<file path="src/rtl/sm4_key_expand_if.sv">
// Round-key stream between the SM4 key schedule and the round datapath.
// The key schedule drives the master side; the consumer drives rk_ready.
interface sm4_key_expand_if;
    logic        rk_valid;
    logic        rk_ready;
    logic [31:0] rk_data;
    logic        rk_last;

    modport master (
        output rk_valid,
        output rk_data,
        output rk_last,
        input  rk_ready
    );

    modport slave (
        input  rk_valid,
        input  rk_data,
        input  rk_last,
        output rk_ready
    );
endinterface

</file>
<file path="src/rtl/sm4_key_expand.sv">
// SM4 key schedule: expands a 128-bit master key into rk0..rk31 (one per clock),
// keeps them in a 32-entry register file, streams them and serves a registered read port.
module sm4_key_expand #(
    parameter int STREAM_EN = 1
) (
    input  logic             clk,
    input  logic             rstn,
    input  logic [127:0]     mk,
    input  logic             mode,
    input  logic             start,
    output logic             busy,
    output logic             done,
    output logic             keys_valid,
    sm4_key_expand_if.master rk_if,
    input  logic [4:0]       rd_idx,
    output logic [31:0]      rd_key
);
    localparam logic [127:0] FK = 128'hA3B1BAC6_56AA3350_677D9197_B27022DC;

    localparam logic [2047:0] SBOX = {
        128'hd690e9fecce13db716b614c228fb2c05,
        128'h2b679a762abe04c3aa44132649860699,
        128'h9c4250f491ef987a33540b43edcfac62,
        128'he4b31ca9c908e89580df94fa758f3fa6,
        128'h4707a7fcf37317ba83593c19e6854fa8,
        128'h686b81b27164da8bf8eb0f4b70569d35,
        128'h1e240e5e6358d1a225227c3b01217887,
        128'hd40046579fd327524c3602e7a0c4c89e,
        128'heabf8ad240c738b5a3f7f2cef96115a1,
        128'he0ae5da49b341a55ad933230f58cb1e3,
        128'h1df6e22e8266ca60c02923ab0d534e6f,
        128'hd5db3745defd8e2f03ff6a726d6c5b51,
        128'h8d1baf92bbddbc7f11d95c411f105ad8,
        128'h0ac13188a5cd7bbd2d74d012b8e5b4b0,
        128'h8969974a0c96777e65b9f109c56ec684,
        128'h18f07dec3adc4d2079ee5f3ed7cb3948
    };

    typedef enum logic [1:0] {IDLE, LOAD, EXPAND, STREAM} state_t;

    state_t        state_reg, state_next;
    logic [4:0]    cnt_reg;
    logic [127:0]  mk_reg;
    logic          mode_reg;
    logic [31:0]   k_reg [4];
    logic [31:0]   rf [32];
    logic          done_reg;
    logic          keys_valid_reg;
    logic [31:0]   rd_key_reg;

    logic          accept;
    logic          handshake;
    logic          expand_last;
    logic [7:0]    ck_base;
    logic [31:0]   ck;
    logic [31:0]   tau_in;
    logic [31:0]   rk_new;

    function automatic logic [7:0] sbox(input logic [7:0] a);
        return SBOX[(255 - int'(a)) * 8 +: 8];
    endfunction

    // Key-schedule transform: byte-wise S-box followed by L'.
    function automatic logic [31:0] t_prime(input logic [31:0] x);
        logic [31:0] b;
        b = {sbox(x[31:24]), sbox(x[23:16]), sbox(x[15:8]), sbox(x[7:0])};
        return b ^ {b[18:0], b[31:19]} ^ {b[8:0], b[31:9]};
    endfunction

    // CK_i bytes are 28*i + 7*j, so only the base byte needs a multiply.
    always_comb begin
        ck_base = 8'(cnt_reg) * 8'd28;
        ck      = {ck_base, ck_base + 8'd7, ck_base + 8'd14, ck_base + 8'd21};
        tau_in  = k_reg[1] ^ k_reg[2] ^ k_reg[3] ^ ck;
        rk_new  = k_reg[0] ^ t_prime(tau_in);
    end

    always_ff @(posedge clk or negedge rstn) begin
        if (!rstn) begin
            state_reg <= IDLE;
        end else begin
            state_reg <= state_next;
        end
    end

    // The done cycle counts as not-yet-idle for start, so a start there is dropped.
    always_comb begin
        state_next  = state_reg;
        accept      = 1'b0;
        handshake   = 1'b0;
        expand_last = 1'b0;
        case (state_reg)
            IDLE: begin
                if (start && !done_reg) begin
                    accept     = 1'b1;
                    state_next = LOAD;
                end
            end
            LOAD: begin
                state_next = EXPAND;
            end
            EXPAND: begin
                if (cnt_reg == 5'd31) begin
                    expand_last = 1'b1;
                    state_next  = (STREAM_EN != 0) ? STREAM : IDLE;
                end
            end
            STREAM: begin
                handshake = rk_if.rk_ready;
                if (handshake && (cnt_reg == 5'd31)) begin
                    state_next = IDLE;
                end
            end
            default: begin
                state_next = IDLE;
            end
        endcase
    end

    always_ff @(posedge clk or negedge rstn) begin
        if (!rstn) begin
            mk_reg         <= '0;
            mode_reg       <= 1'b0;
            cnt_reg        <= '0;
            done_reg       <= 1'b0;
            keys_valid_reg <= 1'b0;
            rd_key_reg     <= '0;
            for (int j = 0; j < 4; j++) begin
                k_reg[j] <= '0;
            end
        end else begin
            done_reg   <= (state_reg != IDLE) && (state_next == IDLE);
            rd_key_reg <= keys_valid_reg ? rf[rd_idx] : '0;
            if (accept) begin
                mk_reg         <= mk;
                mode_reg       <= mode;
                keys_valid_reg <= 1'b0;
            end
            if (expand_last) begin
                keys_valid_reg <= 1'b1;
            end
            case (state_reg)
                LOAD: begin
                    k_reg[0] <= mk_reg[127:96] ^ FK[127:96];
                    k_reg[1] <= mk_reg[95:64]  ^ FK[95:64];
                    k_reg[2] <= mk_reg[63:32]  ^ FK[63:32];
                    k_reg[3] <= mk_reg[31:0]   ^ FK[31:0];
                    cnt_reg  <= '0;
                end
                EXPAND: begin
                    k_reg[0] <= k_reg[1];
                    k_reg[1] <= k_reg[2];
                    k_reg[2] <= k_reg[3];
                    k_reg[3] <= rk_new;
                    cnt_reg  <= cnt_reg + 5'd1;
                end
                STREAM: begin
                    if (handshake) begin
                        cnt_reg <= cnt_reg + 5'd1;
                    end
                end
                default: begin
                end
            endcase
        end
    end

    generate
        for (genvar gi = 0; gi < 32; gi++) begin : g_rf
            always_ff @(posedge clk or negedge rstn) begin
                if (!rstn) begin
                    rf[gi] <= '0;
                end else if ((state_reg == EXPAND) && (cnt_reg == 5'(gi))) begin
                    rf[gi] <= rk_new;
                end
            end
        end
    endgenerate

    // Decrypt order walks the file backwards: 31 - cnt is cnt with every bit inverted.
    assign busy           = (state_reg != IDLE);
    assign done           = done_reg;
    assign keys_valid     = keys_valid_reg;
    assign rd_key         = rd_key_reg;
    assign rk_if.rk_valid = (state_reg == STREAM);
    assign rk_if.rk_last  = (state_reg == STREAM) && (cnt_reg == 5'd31);
    assign rk_if.rk_data  = (state_reg == STREAM) ? rf[cnt_reg ^ {5{mode_reg}}] : '0;

endmodule
</file>
<file path="src/flat_wrapper.sv">
// flat-port wrapper written by rule: the top's interface ports become plain ports
module sm4_key_expand_flat 
#(
    parameter int STREAM_EN = 1
)
  (clk, rstn, mk, mode, start, busy, done, keys_valid, rd_idx, rd_key, rk_if_rk_valid, rk_if_rk_data, rk_if_rk_last, rk_if_rk_ready);
  sm4_key_expand_if rk_if_i ();
  input  logic clk;
  input  logic rstn;
  input  logic [127:0] mk;
  input  logic mode;
  input  logic start;
  output logic busy;
  output logic done;
  output logic keys_valid;
  input  logic [4:0] rd_idx;
  output logic [31:0] rd_key;
  output wire logic [$bits(rk_if_i.rk_valid)-1:0] rk_if_rk_valid;
  output wire logic [$bits(rk_if_i.rk_data)-1:0] rk_if_rk_data;
  output wire logic [$bits(rk_if_i.rk_last)-1:0] rk_if_rk_last;
  input wire logic [$bits(rk_if_i.rk_ready)-1:0] rk_if_rk_ready;
  assign rk_if_rk_valid = rk_if_i.rk_valid;
  assign rk_if_rk_data = rk_if_i.rk_data;
  assign rk_if_rk_last = rk_if_i.rk_last;
  assign rk_if_i.rk_ready = rk_if_rk_ready;
  sm4_key_expand #(.STREAM_EN(STREAM_EN)) u_core (.clk(clk), .rstn(rstn), .mk(mk), .mode(mode), .start(start), .busy(busy), .done(done), .keys_valid(keys_valid), .rk_if(rk_if_i), .rd_idx(rd_idx), .rd_key(rd_key));
endmodule
</file>
<file path="config.mk">
export PLATFORM = sky130hd
export DESIGN_NAME = sm4_key_expand_flat
export DESIGN_NICKNAME = d
export VERILOG_FILES = /design/src/rtl/sm4_key_expand_if.sv /design/src/rtl/sm4_key_expand.sv /design/src/flat_wrapper.sv
export SDC_FILE = /design/constraint.sdc
export NUM_CORES = 2
export LEC_CHECK = 0
export CORE_ASPECT_RATIO = 0.75
export CORE_MARGIN = 2
export CORE_UTILIZATION = 30
export CTS_CLUSTER_SIZE = 14
export DETAILED_ROUTE_END_ITERATION = 10
export DONT_BUFFER_PORTS = 1
export MAX_ROUTING_LAYER = met4
export PLACE_DENSITY = 0.54
export SLEW_MARGIN = 25
export SYNTH_ARGS = -nofsm -noshare
export SYNTH_HDL_FRONTEND = slang
export SYNTH_SLANG_ARGS = --single-unit
</file>
<file path="constraint.sdc">
create_clock -name clk -period 5.1 [get_ports clk]
set_input_delay 1.02 -clock clk [delete_from_list [all_inputs] [get_ports clk]]
set_output_delay 1.02 -clock clk [all_outputs]
set_load 0.005 [all_outputs]
</file>
==> run metrics <==
wirelength, routed=330000 microns; endpoints failing setup=0; antenna violations before repair=6; Initial Util=0.302; Port Buffers=0; Routability Congestion=0.983; Synth cell types=86; total track usage=0.247; Crit Path Category=flip-flop to flip-flop; Clock Pin Slew Worst Setup and Hold Paths=60 ps; first-pass GRT wire length=477000 microns; CTS Buf Count=145; TNS Setup=0 ps; Max Cap Viol=0; final core utilization=0.362; final instance area=95100 sq um; Seq/Total Area, Yosys=0.417; CP startpoint kind=flip-flop; yosys warns=0; die area=269000 sq um; nets=8070; Largest register FFs=1024; Worst Path Required=5740 ps; H-Tree Depth=4; Row Count=163; synthesized area=79400 sq um; critical path capture point=u_core.rf[834]; Synth Register Bits=1322; Die Ht=449 microns; Critical Path, Cell by Cell=fa_1 -> ha_2 -> fa_2 -> buf_4 -> xor2_2 -> buf_4 -> xor3_2 -> nor2_1 -> buf_4 -> buf_4 -> nand4_1 -> nor4bb_2 -> buf_4 -> a211oi_4 -> buf_6 -> xnor2_1 -> buf_4 -> xnor2_4 -> buf_12 -> buf_12 -> o21ai_0; Slew headroom=0.224; Post-CTS Hold Buffers=0; worst setup path startpoint=u_core.cnt_reg[0]; final hold viol count=0; dpl hpwl=214000 microns; CP endpoint kind=flip-flop; critical path's largest stage delay=580 ps; Syn-to-layout area delta=19.9%; first-pass iteration count of the detailed router=8; Placement Cell Area=88500 sq um; status=completed; async set-reset flop share out of synthesis=1.00; Max Freq=197 MHz; FF-to-FF Start=u_core.cnt_reg[0]; core area=263000 sq um; CP most frequent cell=buf_4; vias per inst=5.88; DRC=0; Starting DRT DRC Count=7897; Crit-path slowest cell=fa_2; num ports=207; Overflow after GRT=0; clock latency on the worst-skew pair=820 ps; R2R setup slack=30 ps; largest net degree at the start of global routing=257; share of layout cells above drive strength 1=0.264; final setup margin=26.5 ps; buffer levels on the longest clock path=3; largest fanout on the critical path=16; R2R depth=21; R2R Path End=u_core.rf[834]; syn_nets=7918; CTS tree=built; Slew @ Worst Pin=1160 ps; Fillers=26000; Gate Count Post-Synth=7688; CTS Root Cell=clkbuf_16; period utilization=0.995; Die X-Extent=598 microns; min Tclk post-route=5070 ps; Fin Clk Skew=57.3 ps; number of global-route vias before repair=64700; Mean Syn Cell Area=10.3 sq um; WL/cell=28.9 microns; total clock sinks=1322; worst min path class=input pin to async pin; Place WS=-462 ps; remaining antenna violation count=0; Post-synth top flop=dfrtp_1; Critical Path AT=5720 ps; vias after detailed routing=67100; fin. max-slew vios=0; number of synthesized flops with an enable pin=0
## final cells by class
cell class | count | area, sq um | area share
well taps | 3465 | 4340 | 0.0456
clock buffers | 207 | 4150 | 0.0436
repair buffers | 790 | 7600 | 0.0800
diodes | 4 | 10.0 | 0.000105
flip-flops and latches | 1322 | 33100 | 0.348
clock inverters | 56 | 744 | 0.00783
multi-input cells | 5534 | 45000 | 0.473
inverters | 47 | 176 | 0.00185
## placed cells by master, fill, tap and decap left out, types with 75 or more instances in the layout
cell	count
nand2_1	1399
dfrtp_1	1319
o21ai_0	1185
buf_4	652
mux4_2	648
nor2_1	280
a21oi_1	234
mux2_2	187
clkbuf_16	149
mux2i_1	127
buf_12	116
nand3_1	92
o21ai_1	83
ha_1	80
nor3_1	77
a31oi_1	75
## worst max-delay path: cells and delay by family, from the launching register on
kind	cells	cell delay [ps]
AND/OR/NAND/NOR	3	400
AO/OA/AOI/OAI	2	480
XOR/XNOR	4	810
flip-flops	1	410
adder cells (fa/ha/maj)	3	1280
buffers and inverters	9	1480
## logic make-up after synthesis
kind of cell,share of synthesized area
DFF,0.417
xor gates and xnor gates,0.0285
and+or+nand+nor,0.109
adders and majority gates,0.0153
AOI/OAI and AO/OA,0.163
muxes,0.227
buffers and inverters,0.0409
## cell usage after synthesis (all sizes together), types with 85 or more instances
cell type / count / area [sq um]
ha: 85 / 1060
xnor2: 127 / 1140
a21oi: 237 / 1190
nand2: 1422 / 5340
mux2i: 130 / 1300
dfrtp: 1322 / 33100
mux4: 648 / 14600
nand3: 109 / 546
mux2: 187 / 2110
nor2: 288 / 1080
clkbuf: 627 / 2350
o21ai: 1269 / 6350
buf: 159 / 713
## per-stage QoR
stage	cells	hold slack, ps
global placement	11100	473
global route	11400	108
floorplan	7688	461
finish	11400	95.3
detailed placement	11100	484
CTS	11400	134
## layer usage
metal | global-route usage | part of all wire
met1 | 0.354 | 0.44
met2 | 0.357 | 0.44
met3 | 0.0470 | 0.090
met4 | 0.0649 | 0.028
met5 | - | 0
## worst min-delay path by stage
stage	start	end	slack (ps)	depth (start not counted)
final	rstn	u_core.rd_key[7]	100	1
after global routing	rstn	u_core.rd_key[4]	110	1
after CTS	rstn	u_core.k_reg[53]	130	1
after detailed placement	u_core.rf[800]	u_core.rf[800]	480	2
after global placement	u_core.rf[901]	u_core.rf[901]	470	2
after floorplan	u_core.rf[160]	u_core.rf[160]	460	2
## what timing repair did
item | 4_1_cts | 5_1_grt
gates cloned | 2 | 5
gates resized for setup | 84 | 127
setup buffers | 13 | 28
pin swaps | 16 | 33
endpoints found under the hold margin | 0 | 0
setup endpoints to repair | 1011 | 1019
Power is not shown: default switching activity piles up to over one toggle a cycle in this logic, so the estimate is an artifact.
